**src/rtl/matrix_stream_if.sv**
```systemverilog
// Byte-stream, address-grant and storage-write bundle between the top FSM side
// (master) and matrix_stream_loader (slave).
interface matrix_stream_if #(
    parameter int DATA_W = 32,
    parameter int ADDR_W = 9
);
    logic              en;
    logic [7:0]        rx_data;
    logic              rx_valid;
    logic              gen_mode;
    logic [ADDR_W-1:0] base_addr;
    logic              addr_ready;
    logic              dims_valid;
    logic [DATA_W-1:0] dim_m;
    logic [DATA_W-1:0] dim_n;
    logic [7:0]        mat_idx;
    logic              mem_we;
    logic [ADDR_W-1:0] mem_addr;
    logic [DATA_W-1:0] mem_data;
    logic              err;
    logic              done;

    modport master (
        output en, rx_data, rx_valid, gen_mode, base_addr, addr_ready,
        input  dims_valid, dim_m, dim_n, mat_idx, mem_we, mem_addr, mem_data, err, done
    );

    modport slave (
        input  en, rx_data, rx_valid, gen_mode, base_addr, addr_ready,
        output dims_valid, dim_m, dim_n, mat_idx, mem_we, mem_addr, mem_data, err, done
    );
endinterface

```
**src/rtl/matrix_stream_loader.sv**
```systemverilog
// ASCII matrix loader: parses dimension/count/element tokens and writes user or LFSR matrices
// into storage. Define MATRIX_STREAM_SIGNED_EN for signed ('-' prefixed) elements.
module matrix_stream_loader #(
    parameter int          DATA_W      = 32,
    parameter int          ADDR_W      = 9,
    parameter int          MAX_DIM     = 5,
    parameter int          ELEM_MAX    = 9,
    parameter int          MAX_GEN     = 4,
    parameter int          TIMEOUT_CYC = 30_000_000,
    parameter logic [31:0] LFSR_SEED   = 32'hACE1
) (
    input  logic           clk,
    input  logic           rst_n,
    matrix_stream_if.slave io_bus
);
    localparam logic [3:0] S_DIM_M = 4'd0;
    localparam logic [3:0] S_DIM_N = 4'd1;
    localparam logic [3:0] S_COUNT = 4'd2;
    localparam logic [3:0] S_REQ   = 4'd3;
    localparam logic [3:0] S_CLEAR = 4'd4;
    localparam logic [3:0] S_USER  = 4'd5;
    localparam logic [3:0] S_GEN   = 4'd6;
    localparam logic [3:0] S_DONE  = 4'd7;
    localparam logic [3:0] S_FLUSH = 4'd8;

    localparam int                TMO_W    = $clog2(TIMEOUT_CYC + 1);
    localparam logic [TMO_W-1:0]  TMO_LAST = TMO_W'(TIMEOUT_CYC - 1);
    localparam logic [DATA_W-1:0] DIM_LIM  = DATA_W'(MAX_DIM);
    localparam logic [DATA_W-1:0] GEN_LIM  = DATA_W'(MAX_GEN);
    localparam logic [DATA_W-1:0] ELEM_LIM = DATA_W'(ELEM_MAX);

    logic [3:0]        r_state;
    logic [DATA_W-1:0] r_acc;
    logic              r_tok;
    logic              r_neg;
    logic [DATA_W-1:0] r_dim_m;
    logic [DATA_W-1:0] r_dim_n;
    logic [7:0]        r_total;
    logic [7:0]        r_mat_idx;
    logic [ADDR_W-1:0] r_base;
    logic [ADDR_W-1:0] r_offset;
    logic [ADDR_W-1:0] r_mn;
    logic              r_gen_mode;
    logic              r_dims_valid;
    logic              r_mem_we;
    logic [ADDR_W-1:0] r_mem_addr;
    logic [DATA_W-1:0] r_mem_data;
    logic              r_err;
    logic              r_done;
    logic [31:0]       r_lfsr;
    logic [TMO_W-1:0]  r_tmo;

    logic              w_rx;
    logic              w_digit;
    logic              w_eol;
    logic              w_delim;
    logic              w_pending;
    logic [DATA_W-1:0] w_lim;
    logic              w_in_range;
    logic              w_elem_ok;
    logic [ADDR_W-1:0] w_last;
    logic              w_tmo_run;
    logic              w_tmo_hit;
`ifdef MATRIX_STREAM_SIGNED_EN
    logic              w_minus;
    assign w_minus = (io_bus.rx_data == 8'h2D);
`endif

    // Decimal accumulate, clamped to the all-ones value instead of wrapping
    function automatic logic [DATA_W-1:0] acc_step(input logic [DATA_W-1:0] a,
                                                   input logic [7:0] b);
        logic [7:0]        d;
        logic [DATA_W+4:0] t;
        d = b - 8'h30;
        t = ({5'd0, a} << 3) + ({5'd0, a} << 1) + {{(DATA_W-3){1'b0}}, d};
        if (|t[DATA_W+4:DATA_W]) return '1;
        return t[DATA_W-1:0];
    endfunction

`ifdef MATRIX_STREAM_SIGNED_EN
    function automatic logic [DATA_W-1:0] elem_apply(input logic [DATA_W-1:0] a, input logic n);
        logic signed [DATA_W-1:0] s;
        s = $signed(a);
        return n ? -s : s;
    endfunction

    function automatic logic [DATA_W-1:0] gen_elem(input logic [31:0] l);
        logic signed [DATA_W-1:0] v;
        v = $signed(DATA_W'(l % 32'(2 * ELEM_MAX + 1))) - $signed(ELEM_LIM);
        return v;
    endfunction
`else
    function automatic logic [DATA_W-1:0] gen_elem(input logic [31:0] l);
        return DATA_W'(l % 32'(ELEM_MAX + 1));
    endfunction
`endif

    assign w_rx       = io_bus.rx_valid;
    assign w_digit    = (io_bus.rx_data >= 8'h30) && (io_bus.rx_data <= 8'h39);
    assign w_eol      = (io_bus.rx_data == 8'h0D) || (io_bus.rx_data == 8'h0A);
    assign w_delim    = w_eol || (io_bus.rx_data == 8'h20);
    assign w_pending  = r_tok || r_neg;
    assign w_lim      = (r_state == S_COUNT) ? GEN_LIM : DIM_LIM;
    assign w_in_range = r_tok && (r_acc != '0) && (r_acc <= w_lim);
    assign w_elem_ok  = r_tok && (r_acc <= ELEM_LIM);
    assign w_last     = r_mn - ADDR_W'(1);
    assign w_tmo_run  = (r_state == S_USER) || (r_state == S_FLUSH);
    assign w_tmo_hit  = w_tmo_run && (r_tmo == TMO_LAST);

    // Free-running generator; only a real reset reseeds it
    always_ff @(posedge clk) begin
        if (!rst_n) r_lfsr <= LFSR_SEED;
        else        r_lfsr <= {r_lfsr[30:0], r_lfsr[31] ^ r_lfsr[21] ^ r_lfsr[1]};
    end

    always_ff @(posedge clk) begin
        if (!rst_n || !io_bus.en || !w_tmo_run || w_rx) r_tmo <= '0;
        else if (!w_tmo_hit)                            r_tmo <= r_tmo + TMO_W'(1);
    end

    always_ff @(posedge clk) begin
        if (!rst_n || !io_bus.en) begin
            r_state      <= S_DIM_M;
            r_acc        <= '0;
            r_tok        <= 1'b0;
            r_neg        <= 1'b0;
            r_dim_m      <= '0;
            r_dim_n      <= '0;
            r_total      <= '0;
            r_mat_idx    <= '0;
            r_base       <= '0;
            r_offset     <= '0;
            r_mn         <= '0;
            r_gen_mode   <= 1'b0;
            r_dims_valid <= 1'b0;
            r_mem_we     <= 1'b0;
            r_mem_addr   <= '0;
            r_mem_data   <= '0;
            r_err        <= 1'b0;
            r_done       <= 1'b0;
        end else begin
            r_mem_we <= 1'b0;
            case (r_state)
                S_DIM_M, S_DIM_N, S_COUNT: begin
                    if (w_rx) begin
                        if (w_digit) begin
                            r_acc <= acc_step(r_acc, io_bus.rx_data);
                            r_tok <= 1'b1;
                        end else if (w_delim && !r_tok) begin
                            r_acc <= '0;
                        end else if (w_delim && w_in_range) begin
                            r_acc <= '0;
                            r_tok <= 1'b0;
                            if (r_state == S_DIM_M) begin
                                r_dim_m <= r_acc;
                                r_state <= S_DIM_N;
                            end else if (r_state == S_DIM_N) begin
                                r_dim_n    <= r_acc;
                                r_mn       <= ADDR_W'(r_dim_m * r_acc);
                                r_gen_mode <= io_bus.gen_mode;
                                r_mat_idx  <= '0;
                                r_total    <= 8'd1;
                                if (io_bus.gen_mode) begin
                                    r_state <= S_COUNT;
                                end else begin
                                    r_state      <= S_REQ;
                                    r_dims_valid <= 1'b1;
                                end
                            end else begin
                                r_total      <= 8'(r_acc);
                                r_state      <= S_REQ;
                                r_dims_valid <= 1'b1;
                            end
                        end else begin
                            // Bad value or byte: a line end restarts cleanly, anything else flushes
                            r_acc <= '0;
                            r_tok <= 1'b0;
                            if (w_delim && w_eol) begin
                                r_state <= S_DIM_M;
                                r_err   <= 1'b0;
                            end else begin
                                r_state <= S_FLUSH;
                                r_err   <= 1'b1;
                            end
                        end
                    end
                end
                S_REQ: begin
                    if (io_bus.addr_ready) begin
                        r_base       <= io_bus.base_addr;
                        r_offset     <= '0;
                        r_dims_valid <= 1'b0;
                        r_state      <= r_gen_mode ? S_GEN : S_CLEAR;
                    end
                end
                S_CLEAR: begin
                    r_mem_we   <= 1'b1;
                    r_mem_addr <= r_base + r_offset;
                    r_mem_data <= '0;
                    if (r_offset == w_last) begin
                        r_offset <= '0;
                        r_state  <= S_USER;
                    end else begin
                        r_offset <= r_offset + ADDR_W'(1);
                    end
                end
                S_USER: begin
                    if (w_rx) begin
                        if (w_digit) begin
                            r_err <= 1'b0;
                            r_acc <= acc_step(r_acc, io_bus.rx_data);
                            r_tok <= 1'b1;
                        end
`ifdef MATRIX_STREAM_SIGNED_EN
                        else if (w_minus && !r_tok && !r_neg) begin
                            r_neg <= 1'b1;
                        end
`endif
                        else if (w_delim) begin
                            r_acc <= '0;
                            r_tok <= 1'b0;
                            r_neg <= 1'b0;
                            if (r_err) begin
                                r_state <= S_FLUSH;
                            end else if (w_elem_ok) begin
                                r_mem_we   <= 1'b1;
                                r_mem_addr <= r_base + r_offset;
`ifdef MATRIX_STREAM_SIGNED_EN
                                r_mem_data <= elem_apply(r_acc, r_neg);
`else
                                r_mem_data <= r_acc;
`endif
                                if (r_offset == w_last || w_eol) begin
                                    r_state <= S_DONE;
                                    r_done  <= 1'b1;
                                end else begin
                                    r_offset <= r_offset + ADDR_W'(1);
                                end
                            end else if (w_pending) begin
                                // Rejected element: offset holds so the user can retype it
                                r_err <= 1'b1;
                            end else if (w_eol) begin
                                r_state <= S_DONE;
                                r_done  <= 1'b1;
                            end
                        end else begin
                            r_err <= 1'b1;
                            r_acc <= '0;
                            r_tok <= 1'b0;
                            r_neg <= 1'b0;
                        end
                    end else if (w_tmo_hit) begin
                        if (r_err) begin
                            r_state <= S_DIM_M;
                            r_err   <= 1'b0;
                        end else begin
                            r_state <= S_DONE;
                            r_done  <= 1'b1;
                        end
                    end
                end
                S_GEN: begin
                    r_mem_we   <= 1'b1;
                    r_mem_addr <= r_base + r_offset;
                    r_mem_data <= gen_elem(r_lfsr);
                    if (r_offset == w_last) begin
                        r_offset  <= '0;
                        r_mat_idx <= r_mat_idx + 8'd1;
                        if ((r_mat_idx + 8'd1) < r_total) begin
                            r_state      <= S_REQ;
                            r_dims_valid <= 1'b1;
                        end else begin
                            r_state <= S_DONE;
                            r_done  <= 1'b1;
                        end
                    end else begin
                        r_offset <= r_offset + ADDR_W'(1);
                    end
                end
                S_FLUSH: begin
                    if ((w_rx && w_eol) || w_tmo_hit) begin
                        r_state <= S_DIM_M;
                        r_err   <= 1'b0;
                        r_acc   <= '0;
                        r_tok   <= 1'b0;
                    end
                end
                S_DONE: begin
                    r_done <= 1'b1;
                end
                default: begin
                    r_state <= S_DIM_M;
                end
            endcase
        end
    end

    assign io_bus.dims_valid = r_dims_valid;
    assign io_bus.dim_m      = r_dim_m;
    assign io_bus.dim_n      = r_dim_n;
    assign io_bus.mat_idx    = r_mat_idx;
    assign io_bus.mem_we     = r_mem_we;
    assign io_bus.mem_addr   = r_mem_addr;
    assign io_bus.mem_data   = r_mem_data;
    assign io_bus.err        = r_err;
    assign io_bus.done       = r_done;
endmodule
```
**src/flat_wrapper.sv**
```systemverilog
// flat-port wrapper written by rule: the top's interface ports become plain ports
module matrix_stream_loader_flat 
#(
    parameter int          DATA_W      = 32,
    parameter int          ADDR_W      = 9,
    parameter int          MAX_DIM     = 5,
    parameter int          ELEM_MAX    = 9,
    parameter int          MAX_GEN     = 4,
    parameter int          TIMEOUT_CYC = 30_000_000,
    parameter logic [31:0] LFSR_SEED   = 32'hACE1
)
  (clk, rst_n, io_bus_en, io_bus_rx_data, io_bus_rx_valid, io_bus_gen_mode, io_bus_base_addr, io_bus_addr_ready, io_bus_dims_valid, io_bus_dim_m, io_bus_dim_n, io_bus_mat_idx, io_bus_mem_we, io_bus_mem_addr, io_bus_mem_data, io_bus_err, io_bus_done);
  matrix_stream_if #(.DATA_W(DATA_W), .ADDR_W(ADDR_W)) io_bus_i ();
  input  logic clk;
  input  logic rst_n;
  input wire logic [$bits(io_bus_i.en)-1:0] io_bus_en;
  input wire logic [$bits(io_bus_i.rx_data)-1:0] io_bus_rx_data;
  input wire logic [$bits(io_bus_i.rx_valid)-1:0] io_bus_rx_valid;
  input wire logic [$bits(io_bus_i.gen_mode)-1:0] io_bus_gen_mode;
  input wire logic [$bits(io_bus_i.base_addr)-1:0] io_bus_base_addr;
  input wire logic [$bits(io_bus_i.addr_ready)-1:0] io_bus_addr_ready;
  output wire logic [$bits(io_bus_i.dims_valid)-1:0] io_bus_dims_valid;
  output wire logic [$bits(io_bus_i.dim_m)-1:0] io_bus_dim_m;
  output wire logic [$bits(io_bus_i.dim_n)-1:0] io_bus_dim_n;
  output wire logic [$bits(io_bus_i.mat_idx)-1:0] io_bus_mat_idx;
  output wire logic [$bits(io_bus_i.mem_we)-1:0] io_bus_mem_we;
  output wire logic [$bits(io_bus_i.mem_addr)-1:0] io_bus_mem_addr;
  output wire logic [$bits(io_bus_i.mem_data)-1:0] io_bus_mem_data;
  output wire logic [$bits(io_bus_i.err)-1:0] io_bus_err;
  output wire logic [$bits(io_bus_i.done)-1:0] io_bus_done;
  assign io_bus_i.en = io_bus_en;
  assign io_bus_i.rx_data = io_bus_rx_data;
  assign io_bus_i.rx_valid = io_bus_rx_valid;
  assign io_bus_i.gen_mode = io_bus_gen_mode;
  assign io_bus_i.base_addr = io_bus_base_addr;
  assign io_bus_i.addr_ready = io_bus_addr_ready;
  assign io_bus_dims_valid = io_bus_i.dims_valid;
  assign io_bus_dim_m = io_bus_i.dim_m;
  assign io_bus_dim_n = io_bus_i.dim_n;
  assign io_bus_mat_idx = io_bus_i.mat_idx;
  assign io_bus_mem_we = io_bus_i.mem_we;
  assign io_bus_mem_addr = io_bus_i.mem_addr;
  assign io_bus_mem_data = io_bus_i.mem_data;
  assign io_bus_err = io_bus_i.err;
  assign io_bus_done = io_bus_i.done;
  matrix_stream_loader #(.DATA_W(DATA_W), .ADDR_W(ADDR_W), .MAX_DIM(MAX_DIM), .ELEM_MAX(ELEM_MAX), .MAX_GEN(MAX_GEN), .TIMEOUT_CYC(TIMEOUT_CYC), .LFSR_SEED(LFSR_SEED)) u_core (.clk(clk), .rst_n(rst_n), .io_bus(io_bus_i));
endmodule
```
**config.mk**
```make
export PLATFORM = sky130hd
export DESIGN_NAME = matrix_stream_loader_flat
export DESIGN_NICKNAME = d
export VERILOG_FILES = /design/src/rtl/matrix_stream_if.sv /design/src/rtl/matrix_stream_loader.sv /design/src/flat_wrapper.sv
export SDC_FILE = /design/constraint.sdc
export NUM_CORES = 1
export LEC_CHECK = 0
export ABC_AREA = 1
export CAP_MARGIN = 0
export CORE_UTILIZATION = 55
export CTS_BUF_LIST = sky130_fd_sc_hd__clkbuf_4 sky130_fd_sc_hd__clkbuf_8
export CTS_CLUSTER_SIZE = 20
export DETAILED_ROUTE_END_ITERATION = 6
export GPL_TIMING_DRIVEN = 1
export PLACE_DENSITY = 0.82
export SLEW_MARGIN = 20
export SYNTH_ARGS = -nofsm -noshare
export SYNTH_HDL_FRONTEND = slang
export SYNTH_SLANG_ARGS = --single-unit
```
**constraint.sdc**
```tcl
create_clock -name clk -period 12.7 [get_ports clk]
set_input_delay 2.54 -clock clk [delete_from_list [all_inputs] [get_ports clk]]
set_output_delay 2.54 -clock clk [all_outputs]
set_load 0.01 [all_outputs]
```
==> results.py, run 1 <==
metrics = {
    "setup_path": {
        "start_kind": "register",
        "end_kind": "register",
        "r2r-end": "u_core.io_bus.mem_data[3]$_SDFFE_PP0P_",
        "slowest_stage": "dfxtp_1",
        "path_class": "reg -> reg",
        "arrival_ns": 10.78,
        "crit_top_cell": "nand2_2",
        "reg2regPathDepth": 113,
        "max_stage_delay_ns": 0.41,
        "reg2reg_from": "u_core.r_lfsr[31]$_SDFF_PN0_",
        "path_max_fanout": 5,
        "timing.critical_path.required_ns": 13.14,
        "rrSetupSlack_ns": 2.36,
    },
    "timing": {
        "slew_violations": 0,
        "max_freq_mhz": 96.7,
        "finalWorstSetupSlack_ns": 2.36,
        "rsz0062_at_grt": "no",
        "fin_setup_tns_ns": 0,
        "hold_violations": 0,
        "finalCritPeriodShare": 0.814,
        "setup_viol": 0,
        "worstMarginPinSlew_ns": 1.09,
        "finClkSkew_ns": 0.0297,
        "slew_headroom": 0.273,
        "fin_crit_ns": 10.34,
    },
    "floorplan": {
        "fp.dieH_um": 171,
        "start_util": 0.561,
        "fp.dieW_um": 171,
        "rows": 61,
        "coreArea_um2": 27900,
        "io_pins": 140,
        "die_area_um2": 29200,
    },
    "logic_synthesis": {
        "synth-seq-area-share": 0.316,
        "synth_common_cells": "444 x nand2_1, 369 x inv_1, 247 x dfxtp_1",
        "async_reset_ff_frac": 0,
        "yosysWarnings": 0,
        "netlist_instances": 2286,
        "synth_edf_count": 0,
        "syn-num-nets": 2407,
        "synth_most_common_cell": "nand2_1",
        "synth_top_area_frac": 0.316,
        "synth_cell_types": 50,
        "avgSynthCellArea_um2": 6.85,
        "ys_seq_elements": 247,
        "ys_top_cells_by_area": "dfxtp_1 32%, nand2_1 11%, inv_1 8.8%, nand3_1 7.0%, ha_1 6.2%",
        "syn_area_um2": 15700,
        "synth.largest_area_cell": "dfxtp_1",
        "synth_ff_type": "dfxtp_1",
    },
    "clock_network": {
        "cts_buffers": 43,
        "hold_buffers": 0,
        "h-tree-depth": 2,
        "cts_tree": "done",
        "clock-sinks": 247,
        "ctsResizeCount": 0,
        "cts_setup_buffers": 0,
        "clockBufferDepth": 3,
        "clock_latency_ns": 0.56,
        "cts_root_buf": "clkbuf_8",
        "clk_pin_slew_ns": 0.06,
    },
    "power_and_ir_drop": {
        "total_power_mw": 4.37,
        "vdd_drop_max_mv": 0.627,
        "p_seq_frac": 0.180,
        "p_comb_frac": 0.616,
        "switching_share": 0.492,
        "p_switching_mw": 2.15,
        "leakagePower_nw": 9.05,
        "power_frac_clock": 0.204,
        "power.internal_mw": 2.22,
        "p_per_area_nw_per_um2": 237,
    },
    "routing": {
        "dr.first_iter.drc_count": 1002,
        "vias": 14800,
        "wl_um": 37400,
        "drc_errors": 0,
        "drtPass1Iterations": 5,
        "ant_nets": 0,
        "wl_per_cell_um": 13.2,
        "vias_per_cell": 5.23,
    },
    "final_layout": {
        "drive_gt1_frac": 0.0950,
        "num-nets-final": 2539,
        "fin_util": 0.661,
        "fill_cells": 2401,
        "area_delta_synth_final_pct": 17.9,
    },
    "global_routing": {
        "grt-ovfl-total": 0,
        "first_global_vias": 14200,
        "grt_pass1_wl_um": 63200,
        "grtUsageTotal": 0.257,
        "antenna_found_initial": 4,
        "grt_max_degree": 87,
    },
    "placed_design": {
        "port_buffers": 139,
        "place_congestion": 0.922,
        "hpwlAfterDp_um": 27500,
        "dp_slack_ns": 2.41,
    },
    "worst_hold_path": {
        "hp-class": "reg -> reg",
        "hold_end": "u_core.r_lfsr[1]$_SDFF_PN0_",
        "hold-path-cell-count": 2,
        "min_from": "u_core.r_lfsr[0]$_SDFF_PN1_",
    },
    "run": {
        "cap_violations": 0,
    },
    "run_status": {
        "status": "finished clean",
    },
}
state kept, by name, indices dropped and copies added, names as in the netlist, 25 cells and up:
signal and count:
u_core.r_tmo 25, u_core.io_bus.mem_data 32, u_core.io_bus.dim_m 32, u_core.io_bus.dim_n 32, u_core.r_acc 32, u_core.r_lfsr 32
cells by family (layout without fill, tap and decap cells):
| group | Yosys count | after routing | share of synthesized area |
|---|---|---|---|
| AO/OA/AOI/OAI | 342 | 342 | 0.121 |
| XOR/XNOR | 104 | 104 | 0.0581 |
| adder cells (fa/ha/maj) | 98 | 98 | 0.0883 |
| buffers and inverters | 458 | 625 | 0.110 |
| flip-flops | 247 | 247 | 0.316 |
| other | 0 | 5 | 0 |
| AND/OR/NAND/NOR | 1037 | 1037 | 0.307 |
per-layer routing:
| metal | routed length [µm] | up-vias | track usage |
|---|---|---|---|
| met3 | 1680 | 66 | 0.0342 |
| met4 | 894 | 0 | 0.0979 |
| li1 | - | 7619 | - |
| met2 | 18200 | 360 | 0.453 |
| met5 | 0 | - | 0 |
| met1 | 16700 | 6786 | 0.318 |
through the flow:
step / cells / instance area (µm²) / hold slack [ns]
floorplan: 2286 / 15700 / 0.407
global placement: 2751 / 17400 / 0.412
detailed placement: 2751 / 17400 / 0.427
CTS: 2831 / 18500 / 0.435
global route: 2835 / 18500 / 0.446
finish: 2836 / 18500 / 0.436
worst max-delay path: cells and delay by family, from the launching register on:
kind	cells	cell delay (ns)
simple gates	105	9.05
xor+xnor	1	0.18
compound gates	2	0.32
buf+inv	5	0.28
flops	1	0.41
worst max-delay path by stage:
stage	start	to	slack (ns)	depth (start not counted)
final	u_core.r_lfsr[31]$_SDFF_PN0_	u_core.io_bus.mem_data[3]$_SDFFE_PP0P_	2.36	113
after global routing	u_core.r_lfsr[31]$_SDFF_PN0_	u_core.io_bus.mem_data[2]$_SDFFE_PP0P_	0.98	114
after CTS	u_core.r_lfsr[31]$_SDFF_PN0_	u_core.io_bus.mem_data[3]$_SDFFE_PP0P_	2.40	113
after detailed placement	u_core.r_lfsr[31]$_SDFF_PN0_	u_core.io_bus.mem_data[3]$_SDFFE_PP0P_	2.41	113
after global placement	u_core.r_lfsr[31]$_SDFF_PN0_	u_core.io_bus.mem_data[2]$_SDFFE_PP0P_	3.24	118
after floorplan	u_core.r_lfsr[31]$_SDFF_PN0_	u_core.io_bus.mem_data[2]$_SDFFE_PP0P_	3.69	121
cell type report:
| type | instances | area (µm²) | share of cell area |
|---|---|---|---|
| Antenna cell | 5 | 12.5 | 0.000678 |
| Clock buffer | 64 | 806 | 0.0436 |
| Clock inverter | 16 | 275 | 0.0149 |
| Inverter | 399 | 1500 | 0.0811 |
| Multi-Input combinational cell | 1581 | 9010 | 0.488 |
| Sequential cell | 247 | 4940 | 0.268 |
| Tap cell | 378 | 473 | 0.0256 |
| Timing Repair Buffer | 146 | 1440 | 0.0782 |
power groups by stage:
stage	combinational (mW)	clock [mW]	sequential, mW
6_report	2.69	0.891	0.789
5_1_grt	3.06	0.943	0.790
4_1_cts	2.66	0.908	0.789
3_5_place_dp	2.65	0	0.806
3_3_place_gp	2.49	0	0.806
2_1_floorplan	2.27	0	0.805
layout by cell type (no fill, tap or decap), types with 21 or more instances in the layout:
cell type	n
nand2_1	443
nand4_1	28
a21oi_1	165
fa_1	21
nand3_2	21
clkdlybuf4s50_1	139
inv_2	28
nor2_1	173
ha_1	77
xnor2_1	34
dfxtp_1	247
nor3_1	33
nand3_1	219
inv_1	367
o21ai_0	105
nand2_2	64
xor2_1	70
clkbuf_8	52
Power figures use the tool's default switching activity.
==> inputs of run 2 (changes only) <==
--- a/config.mk
+++ b/config.mk
@@ -12,7 +12,7 @@
 export CTS_CLUSTER_SIZE = 20
 export DETAILED_ROUTE_END_ITERATION = 6
 export GPL_TIMING_DRIVEN = 1
-export PLACE_DENSITY = 0.82
+export PLACE_DENSITY = 0.85
 export SLEW_MARGIN = 20
 export SYNTH_ARGS = -nofsm -noshare
 export SYNTH_HDL_FRONTEND = slang
==> constraint.sdc (replaced) <==
create_clock -name clk -period 8.8 [get_ports clk]
set_input_delay 1.76 -clock clk [delete_from_list [all_inputs] [get_ports clk]]
set_output_delay 1.76 -clock clk [all_outputs]
set_load 0.01 [all_outputs]
==> run 2 against run 1 <==
Effect of this change: wire length is 8.9% higher; via count is 4.9% higher; combinational power is 120% higher; design area is 6.9% higher; the flow now finishes with violations (negative setup slack); worst hold slack hardly changed; maximum frequency is 3.9% lower; flip-flop and latch count stayed put; global-route usage is 0.55 points higher; clock-buffer cell count is 2 lower.
==> results.py, run 2 (synthesis gave the netlist of run 1 again) <==
metrics = {
    "run_status": {
        "status": "finished, violations left",
        "violations": "negative setup slack",
    },
    "floorplan": {
        "fp.dieH_um": 171,
        "start_util": 0.561,
        "io_pins": 140,
        "fp.dieW_um": 171,
        "coreArea_um2": 27900,
        "die_area_um2": 29200,
        "rows": 61,
    },
    "setup_path": {
        "path_class": "reg -> reg",
        "slowest_stage": "dfxtp_4",
        "r2r-end": "u_core.io_bus.mem_data[2]$_SDFFE_PP0P_",
        "rrSetupSlack_ns": -1.96,
        "endpoint": "u_core.io_bus.mem_data[2]$_SDFFE_PP0P_",
        "reg2regPathDepth": 121,
        "crit_top_cell": "nand2_4",
        "reg2reg_from": "u_core.r_lfsr[31]$_SDFF_PN0_",
        "path_max_fanout": 5,
        "arrival_ns": 11.26,
        "max_stage_delay_ns": 0.37,
        "end_kind": "register",
        "crit_start": "u_core.r_lfsr[31]$_SDFF_PN0_",
        "start_kind": "register",
        "timing.critical_path.required_ns": 9.29,
    },
    "final_layout": {
        "drive_gt1_frac": 0.172,
        "final_cell_count_no_fill": 2875,
        "area_delta_synth_final_pct": 26.0,
        "mostFrequentLayoutCells": "359 x inv_1, 356 x nand2_1, 243 x dfxtp_1",
        "fin_util": 0.706,
        "layout_commonest_cell": "inv_1",
        "num-nets-final": 2587,
    },
    "timing": {
        "max_freq_mhz": 92.9,
        "fin_crit_ns": 10.76,
        "slew_headroom": 0.267,
        "finalCritPeriodShare": 1.22,
        "rsz0062_at_grt": "yes",
        "worstMarginPinSlew_ns": 1.10,
        "finClkSkew_ns": 0.0346,
        "hold_violations": 0,
        "slew_violations": 0,
        "setup_viol": 3,
        "finalWorstSetupSlack_ns": -1.96,
    },
    "power_and_ir_drop": {
        "total_power_mw": 8.24,
        "p_switching_mw": 4.33,
        "p_per_area_nw_per_um2": 418,
        "vdd_drop_max_mv": 0.605,
        "leakagePower_nw": 9.58,
        "switching_share": 0.526,
        "power_frac_clock": 0.141,
        "p_comb_frac": 0.721,
        "p_seq_frac": 0.138,
        "power.internal_mw": 3.91,
    },
    "placed_design": {
        "place_congestion": 0.939,
        "port_buffers": 139,
        "dp_cells": 2769,
        "hpwlAfterDp_um": 27500,
    },
    "routing": {
        "dr.first_iter.drc_count": 962,
        "vias_per_cell": 5.41,
        "wl_um": 40800,
        "wl_per_cell_um": 14.2,
        "drc_errors": 0,
        "ant_nets": 0,
        "drtPass1Iterations": 7,
        "vias": 15600,
    },
    "clock_network": {
        "clk_pin_slew_ns": 0.06,
        "cts_root_buf": "clkbuf_8",
        "hold_buffers": 0,
        "cts_buffers": 43,
        "clock-sinks": 247,
        "clock_latency_ns": 0.57,
        "cts_tree": "done",
        "h-tree-depth": 2,
        "clockBufferDepth": 3,
    },
    "global_routing": {
        "grt-ovfl-total": 0,
        "grt_pass1_wl_um": 64700,
        "grt_max_degree": 93,
        "first_global_vias": 14600,
        "antenna_found_initial": 1,
        "grtUsageTotal": 0.263,
    },
    "worst_hold_path": {
        "hp-class": "reg -> reg",
        "min_from": "u_core.io_bus.mem_data[5]$_SDFFE_PP0P_",
    },
    "run": {
        "cap_violations": 0,
    },
}
run 2: per-layer routing:
metal / part of all wire / wire length [µm] / vias up / global-route usage
met3: 0.052 / 2130 / 140 / 0.0384
met4: 0.039 / 1590 / 0 / 0.110
met5: 0 / 0 / - / 0
met1: 0.41 / 16700 / 7202 / 0.311
li1: - / - / 7729 / -
met2: 0.50 / 20400 / 491 / 0.472
run 2: power groups by stage:
stage	logic (mW)	clock network, mW	registers, mW
3_3_place_gp	3.83	0	1.16
6_report	5.94	1.16	1.14
5_1_grt	6.43	1.23	1.14
2_1_floorplan	3.30	0	1.16
4_1_cts	4.81	1.18	1.14
3_5_place_dp	4.04	0	1.16
run 2: through the flow:
| stage | setup TNS (ns) | hold slack, ns | setup slack [ns] | area (µm²) |
|---|---|---|---|---|
| floorplan | -0.415 | 0.407 | -0.156 | 15700 |
| global placement | -1.60 | 0.419 | -0.551 | 17600 |
| detailed placement | -4.05 | 0.427 | -1.38 | 17600 |
| CTS | -3.50 | 0.438 | -1.18 | 19000 |
| global route | -7.98 | 0.456 | -2.70 | 19700 |
| finish | -5.77 | 0.436 | -1.96 | 19700 |
run 2: area by class of cell:
type	count	area, µm²
Multi-Input combinational cell	1581	10000
Fill cell	2177	8200
Sequential cell	247	4950
Timing Repair Buffer	194	1820
Inverter	399	1500
Clock buffer	62	803
Tap cell	378	473
Clock inverter	13	160
Antenna cell	1	2.50
run 2: worst min path at each step:
stage          depth (start not counted)  slack (ns)                                 endpoint
6_report                               2        0.44   u_core.io_bus.mem_data[5]$_SDFFE_PP0P_
5_1_grt                                2        0.46  u_core.io_bus.mem_data[24]$_SDFFE_PP0P_
4_1_cts                                2        0.44   u_core.io_bus.mem_data[8]$_SDFFE_PP0P_
3_5_place_dp                           2        0.43   u_core.io_bus.mem_data[8]$_SDFFE_PP0P_
3_3_place_gp                           2        0.42              u_core.r_lfsr[1]$_SDFF_PN0_
2_1_floorplan                          2        0.41              u_core.r_lfsr[1]$_SDFF_PN0_
run 2: timing repair:
action | 4_1_cts | 5_1_grt
endpoints found under the setup margin | 3 | 3
gates resized for setup | 74 | 161
pin swaps | 29 | 95
buffers inserted | 18 | 12
run 2: worst max-delay path, delay by kind of cell (launching register included):
family,cells,cell delay (ns)
flip-flops,1,0.37
AND/OR/NAND/NOR,104,8.49
buffers and inverters,13,0.89
AO/OA/AOI/OAI,2,0.43
XOR/XNOR,2,0.47
==> inputs of run 3 (changes only) <==
--- a/config.mk
+++ b/config.mk
@@ -7,12 +7,12 @@
 export LEC_CHECK = 0
 export ABC_AREA = 1
 export CAP_MARGIN = 0
-export CORE_UTILIZATION = 55
+export CORE_UTILIZATION = 35
 export CTS_BUF_LIST = sky130_fd_sc_hd__clkbuf_4 sky130_fd_sc_hd__clkbuf_8
 export CTS_CLUSTER_SIZE = 20
 export DETAILED_ROUTE_END_ITERATION = 6
 export GPL_TIMING_DRIVEN = 1
-export PLACE_DENSITY = 0.85
+export PLACE_DENSITY = 0.6
 export SLEW_MARGIN = 20
 export SYNTH_ARGS = -nofsm -noshare
 export SYNTH_HDL_FRONTEND = slang
==> run 3 against run 2 <==
Effect of this change: the run still ends with negative setup slack left; first-iteration DRC count down 26%; flip-flop and latch count unchanged; maximum frequency up 3.9%; critical path depth down 4; wire length up 2.0%; register-to-register slack better by 0.41 ns; total power up 9.2%; via count down 3.5%; worst hold slack worse by 0.0073 ns; non-clock buffer count up 12; setup slack better by 0.41 ns; sequential share of layout area down 0.67 points; largest cell class unchanged; largest power group unchanged.
==> results.py, run 3 (synthesis gave the netlist of run 1 again) <==
metrics = {
    "run_status": {
        "status": "finished, violations left",
        "violations": "negative setup slack",
    },
    "timing": {
        "finClkSkew_ns": 0.0378,
        "slew_violations": 0,
        "worstMarginPinSlew_ns": 1.03,
        "hold_violations": 0,
        "setup_viol": 3,
        "fin_crit_ns": 10.36,
        "fin_setup_tns_ns": -4.61,
        "slew_headroom": 0.312,
        "finalCritPeriodShare": 1.18,
        "max_freq_mhz": 96.5,
        "rsz0062_at_grt": "yes",
        "finalWorstSetupSlack_ns": -1.56,
    },
    "power_and_ir_drop": {
        "p_per_area_nw_per_um2": 444,
        "total_power_mw": 9.00,
        "leakagePower_nw": 9.71,
        "vdd_drop_max_mv": 1.10,
    },
    "setup_path": {
        "end_kind": "register",
        "crit_family": "simple AND/OR/NAND/NOR gates",
        "path_class": "reg -> reg",
        "critPathBufInv": 14,
        "timing.critical_path.required_ns": 9.35,
        "start_kind": "register",
        "arrival_ns": 10.90,
        "max_stage_delay_ns": 0.37,
        "crit_top_cell": "nand2_4",
        "slowest_stage": "dfxtp_4",
        "path_max_fanout": 5,
    },
    "final_layout": {
        "drive_gt1_frac": 0.178,
        "mostFrequentLayoutCells": "364 x nand2_1, 362 x inv_1, 244 x dfxtp_1",
        "layout_commonest_cell": "nand2_1",
        "register_area_um2": 4950,
        "design_area_um2": 20300,
        "area_delta_synth_final_pct": 29.4,
        "num-nets-final": 2603,
        "fill_cells": 4382,
        "multi_input_area_um2": 10100,
    },
    "global_routing": {
        "grt_pass1_wl_um": 67600,
        "grt_max_degree": 85,
        "grt-ovfl-total": 0,
        "grtUsageTotal": 0.179,
        "first_global_vias": 14200,
        "antenna_found_initial": 1,
    },
    "floorplan": {
        "fp.dieW_um": 214,
        "io_pins": 140,
        "rows": 77,
        "die_area_um2": 45600,
        "coreArea_um2": 44200,
        "start_util": 0.354,
        "fp.dieH_um": 214,
    },
    "routing": {
        "drc_errors": 0,
        "drtPass1Iterations": 6,
        "wl_um": 41600,
        "ant_nets": 0,
        "wl_per_cell_um": 13.4,
        "dr.first_iter.drc_count": 709,
        "vias": 15000,
        "vias_per_cell": 4.83,
    },
    "placed_design": {
        "dpl_cell_area_um2": 17900,
        "hpwlAfterDp_um": 29200,
        "dp_slack_ns": -1.42,
        "port_buffers": 139,
        "place_congestion": 0.888,
    },
    "clock_network": {
        "clk_pin_slew_ns": 0.06,
        "cts_buffers": 47,
        "clock-sinks": 247,
        "h-tree-depth": 2,
        "clock_latency_ns": 0.63,
        "clockBufferDepth": 3,
        "cts_tree": "done",
        "hold_buffers": 0,
        "cts_root_buf": "clkbuf_8",
    },
    "worst_hold_path": {
        "hp-class": "reg -> reg",
    },
    "run": {
        "cap_violations": 0,
    },
}
run 3: changes by cell type in the layout (fill, tap and decap cells not counted), sizes merged:
cell      change
clkbuf       +14
bufinv        -1
clkinv        -3
clkinvlp      -2
inv           +2
buf          +12
run 3: layout make-up:
cell class | instances | area share
Multi-Input combinational cell | 1581 | 0.499
Sequential cell | 247 | 0.244
Timing Repair Buffer | 206 | 0.0936
Inverter | 399 | 0.0743
Clock buffer | 76 | 0.0464
Tap cell | 592 | 0.0365
Clock inverter | 9 | 0.00586
Antenna cell | 1 | 0.000123
run 3: final timing paths:
path	from	to	slack (ns)	depth (start not counted)
hold / removal	u_core.r_lfsr[0]$_SDFF_PN1_	u_core.r_lfsr[1]$_SDFF_PN0_	0.43	2
setup reg to reg	u_core.r_lfsr[31]$_SDFF_PN0_	u_core.io_bus.mem_data[1]$_SDFFE_PP0P_	-1.56	117
hold reg to reg	u_core.r_lfsr[0]$_SDFF_PN1_	u_core.r_lfsr[1]$_SDFF_PN0_	0.43	2
setup / recovery	u_core.r_lfsr[31]$_SDFF_PN0_	u_core.io_bus.mem_data[1]$_SDFFE_PP0P_	-1.56	117
run 3: per-stage QoR:
stage	std cells	util	hold WS (ns)
after detailed placement	2993	0.406	0.428
final	3111	0.458	0.429
after floorplan	2286	-	0.407
after global placement	2993	0.406	0.426
after global routing	3111	0.458	0.447
after CTS	3100	0.444	0.428
run 3: metal layers:
| layer | share of wire | track usage |
|---|---|---|
| met1 | 0.45 | 0.227 |
| met2 | 0.49 | 0.306 |
| met3 | 0.041 | 0.0328 |
| met4 | 0.024 | 0.0584 |
| met5 | 0 | 0 |
run 3: repair_timing:
action                     4_1_cts  5_1_grt
pin swaps                       45       94
buffers inserted                22       10
resized for setup              114      127
setup endpoints to repair        3        3
run 3: worst register-to-register path, delay by kind of cell (launching register included):
kind	cells	cell delay (ns)
AND/OR/NAND/NOR	95	7.61
buffers and inverters	14	1.17
AO/OA/AOI/OAI	8	1.11
flip-flops	1	0.37
run 3: power breakdown:
group / internal, mW / switching (mW) / leakage, nW
combinational: 2.59 / 4.00 / 7.15
clock: 0.740 / 0.519 / 0.566
sequential: 1.13 / 0.0115 / 2.00
total: 4.46 / 4.54 / 9.71
==> patch: new RTL, flow settings as in run 3 <==
Reset style: asynchronous (`rst_n`), changed in one clocked block.
--- a/src/rtl/matrix_stream_loader.sv
+++ b/src/rtl/matrix_stream_loader.sv
@@ -109,5 +109,5 @@
 
     // Free-running generator; only a real reset reseeds it
-    always_ff @(posedge clk) begin
+    always_ff @(posedge clk or negedge rst_n) begin
         if (!rst_n) r_lfsr <= LFSR_SEED;
         else        r_lfsr <= {r_lfsr[30:0], r_lfsr[31] ^ r_lfsr[21] ^ r_lfsr[1]};
Function: not settled (the Yosys comparison gave no result); the edit may change what the design does.
==> patch against run 3 <==
- the flow still finishes with violations (setup timing)
- cell count fell by 3.3%
- sequential share of layout area rose by 1.3 points
- final area fell by 1.9%
- area after synthesis fell by 1.4%
- count of clock-buffer cells in the layout fell by 1
- routed wire length fell by 2.8%
- clock skew fell by 0.015 ns
- sequential cell count did not move
- fmax fell by 1.8%
- setup slack got worse by 0.19 ns
- critical path type unchanged
- largest cell class unchanged
Power is left out: it rests on default switching activity, and per cell area and clock period it moved more than threefold.
==> patch: results (changes against run 3) <==
Final layout
The fraction of layout cells with a size suffix above 1 is 0.184 (+0.00597). The total number of nets in the final design came to 2,505 (-3.8%).

Clocking
The root buffer selected by CTS is sky130_fd_sc_hd__clkbuf_8. The H-tree depth came to 2 (unchanged). The CTS clock-pin slew for the worst setup and hold paths is 0.06 ns (about the same). The maximum clock path buffer count came to 3 (unchanged).

The number of buffers added by the clock tree synthesis step is 45 (-4.3%). At the later pin of the worst-skew pair, clock insertion delay measures between 0.6 and 0.7 ns.

STA
The total count of max-transition violations in the final report is 0 (unchanged). The remaining max-slew budget at the tightest pin is 0.285 (-0.0269). The final clock skew is 0.0227 ns (-0.0151 ns). The final hold slack was 0.395 ns (-0.0337 ns). The count of final setup violators is 3 (unchanged). The post-layout worst setup margin was -1.75 ns (-0.190 ns). The total negative setup slack came to -5.18 ns (-0.579 ns).

Placed design
The standard cell area after detailed placement is 0.0177 sq mm (-1.1%). The number of I/O port buffers is 139 (unchanged). The post-placement worst setup slack came to -1.47 ns (-0.0475 ns).

The final weighted congestion in routability-driven placement is 0.876 (-1.4%). The half-perimeter wire length after placement is 28.6 mm (-2.0%).

Global routing
The number of antenna violations at the first check in global routing came to 2 (+1). The via count of the first global-routing pass is 13,600 (-4.2%). The total track usage is 0.175 (-0.00404). The wire length of the first global-routing pass came to 64.9 mm (-4.0%). The largest net degree at the start of global routing was 92 (+8.2%).

Synthesis
The synthesized netlist net count is 2,306 (-4.2%). The sequential share of the synthesized area is 0.331 (+0.0156). By area the synthesized netlist is led by sky130_fd_sc_hd__dfxtp_1 (28%), sky130_fd_sc_hd__nand2_1 (10%), sky130_fd_sc_hd__inv_1 (8.0%), sky130_fd_sc_hd__nand3_1 (6.8%), sky130_fd_sc_hd__ha_1 (6.2%). The number of warnings reported in the yosys synthesis log was 0 (unchanged). For this run, the leading register cell type out of synthesis is sky130_fd_sc_hd__dfxtp_1. The fraction of registers with async set or reset after synthesis came to 0.130 (+0.130).

The distinct cell type count after synthesis is 61 (+22%). By count the netlist is led by sky130_fd_sc_hd__nand2_1 (413), sky130_fd_sc_hd__inv_1 (329), sky130_fd_sc_hd__dfxtp_1 (215).

Status
The flow ran to the end, but the final reports show violations. The checks that failed: setup timing.

Route
The number of DRC violations after detailed-routing iteration 0 is 671 (-5.4%). Signal routing reaches up to met4. The number of iterations in the first detailed-routing pass is 5 (-1). The routed wire length on met3 is 1.99 mm (+17%). The met1 layer wirelength in the final routing is 18.1 mm (-2.4%). The vias per cell is 4.78 (-1.0%). The met2 layer wire length in the routed design came to 19.5 mm (-4.6%). The average routed wire per standard cell is 13.5 microns (+0.57%).

Critical path
The critical path data arrival time is 11.09 ns (+0.19 ns). The delay of the slowest critical-path stage is 0.46 ns (+0.09 ns). The worst-path maximum fanout is 5 (unchanged). The slowest stage of the critical path is the sky130_fd_sc_hd__dfrtp_2 cell.

Min path
The path class of the tightest hold or removal check is reg2reg.
[patch: changes by cell type in the layout (fill, tap and decap cells not counted), moves of 6 or more]
cell,delta
sky130_fd_sc_hd__dfstp_2,+8
sky130_fd_sc_hd__a21oi_1,-11
sky130_fd_sc_hd__nor2_1,+6
sky130_fd_sc_hd__nand4_1,-7
sky130_fd_sc_hd__inv_1,-40
sky130_fd_sc_hd__nand2_1,-21
sky130_fd_sc_hd__dfrtp_1,+21
sky130_fd_sc_hd__nand2_4,-7
sky130_fd_sc_hd__dfxtp_1,-29
[patch: kinds of logic after synthesis]
logic type	count (synthesis)	synth area share
simple gates	994	0.298
buf+inv	415	0.102
compound gates	321	0.117
flops	247	0.331
xor+xnor	110	0.0624
fa+ha+maj	98	0.0896
[patch: area by class of cell]
class | instances | area, sq um
clock inverter | 8 | 76.3
clock buffer | 75 | 920
timing repair buffer | 204 | 1890
sequential | 247 | 5120
fill | 4282 | 23400
multi-input combinational | 1523 | 9770
tap | 585 | 732
antenna | 3 | 7.51
inverter | 363 | 1380
[patch: timing repair]
item	4_1_cts	5_1_grt
endpoints found under the setup margin	3	3
buffers inserted	8	16
gates resized for setup	48	176
pin swaps	14	94
[patch: critical path, delay by kind of cell, from the launching register on]
| kind | cells | cell delay, ns |
|---|---|---|
| AND/OR/NAND/NOR | 98 | 7.93 |
| buffers and inverters | 15 | 1.22 |
| flip-flops | 1 | 0.46 |
| AO/OA/AOI/OAI | 5 | 0.83 |
[patch: path summary, 6_finish.rpt]
kind,startpoint,end,cells past startpoint
worst min register to register,u_core.r_lfsr[5]$_DFF_PN1_,u_core.r_lfsr[6]$_DFF_PN1_,0
max in group asynchronous,rst_n,u_core.r_lfsr[31]$_DFF_PN0_,1
worst max-delay path,u_core.r_lfsr[31]$_DFF_PN0_,u_core.io_bus.mem_data[2]$_SDFFE_PP0P_,118
worst max register to register,u_core.r_lfsr[31]$_DFF_PN0_,u_core.io_bus.mem_data[2]$_SDFFE_PP0P_,118
min in group asynchronous,rst_n,u_core.r_lfsr[24]$_DFF_PN0_,1
worst min-delay path,u_core.r_lfsr[5]$_DFF_PN1_,u_core.r_lfsr[6]$_DFF_PN1_,0
[patch: per-layer routing]
layer | up-vias | track usage
li1 | 7429 | -
met2 | 242 | 0.293
met5 | - | 0
met3 | 58 | 0.0403
met4 | 0 | 0.0610
met1 | 6637 | 0.220
[patch: stage by stage]
stage / util / cells
CTS: 0.438 / 2989
detailed placement: 0.410 / 2898
global placement: 0.410 / 2898
finish: 0.460 / 3008
global route: 0.460 / 3008
floorplan: - / 2185
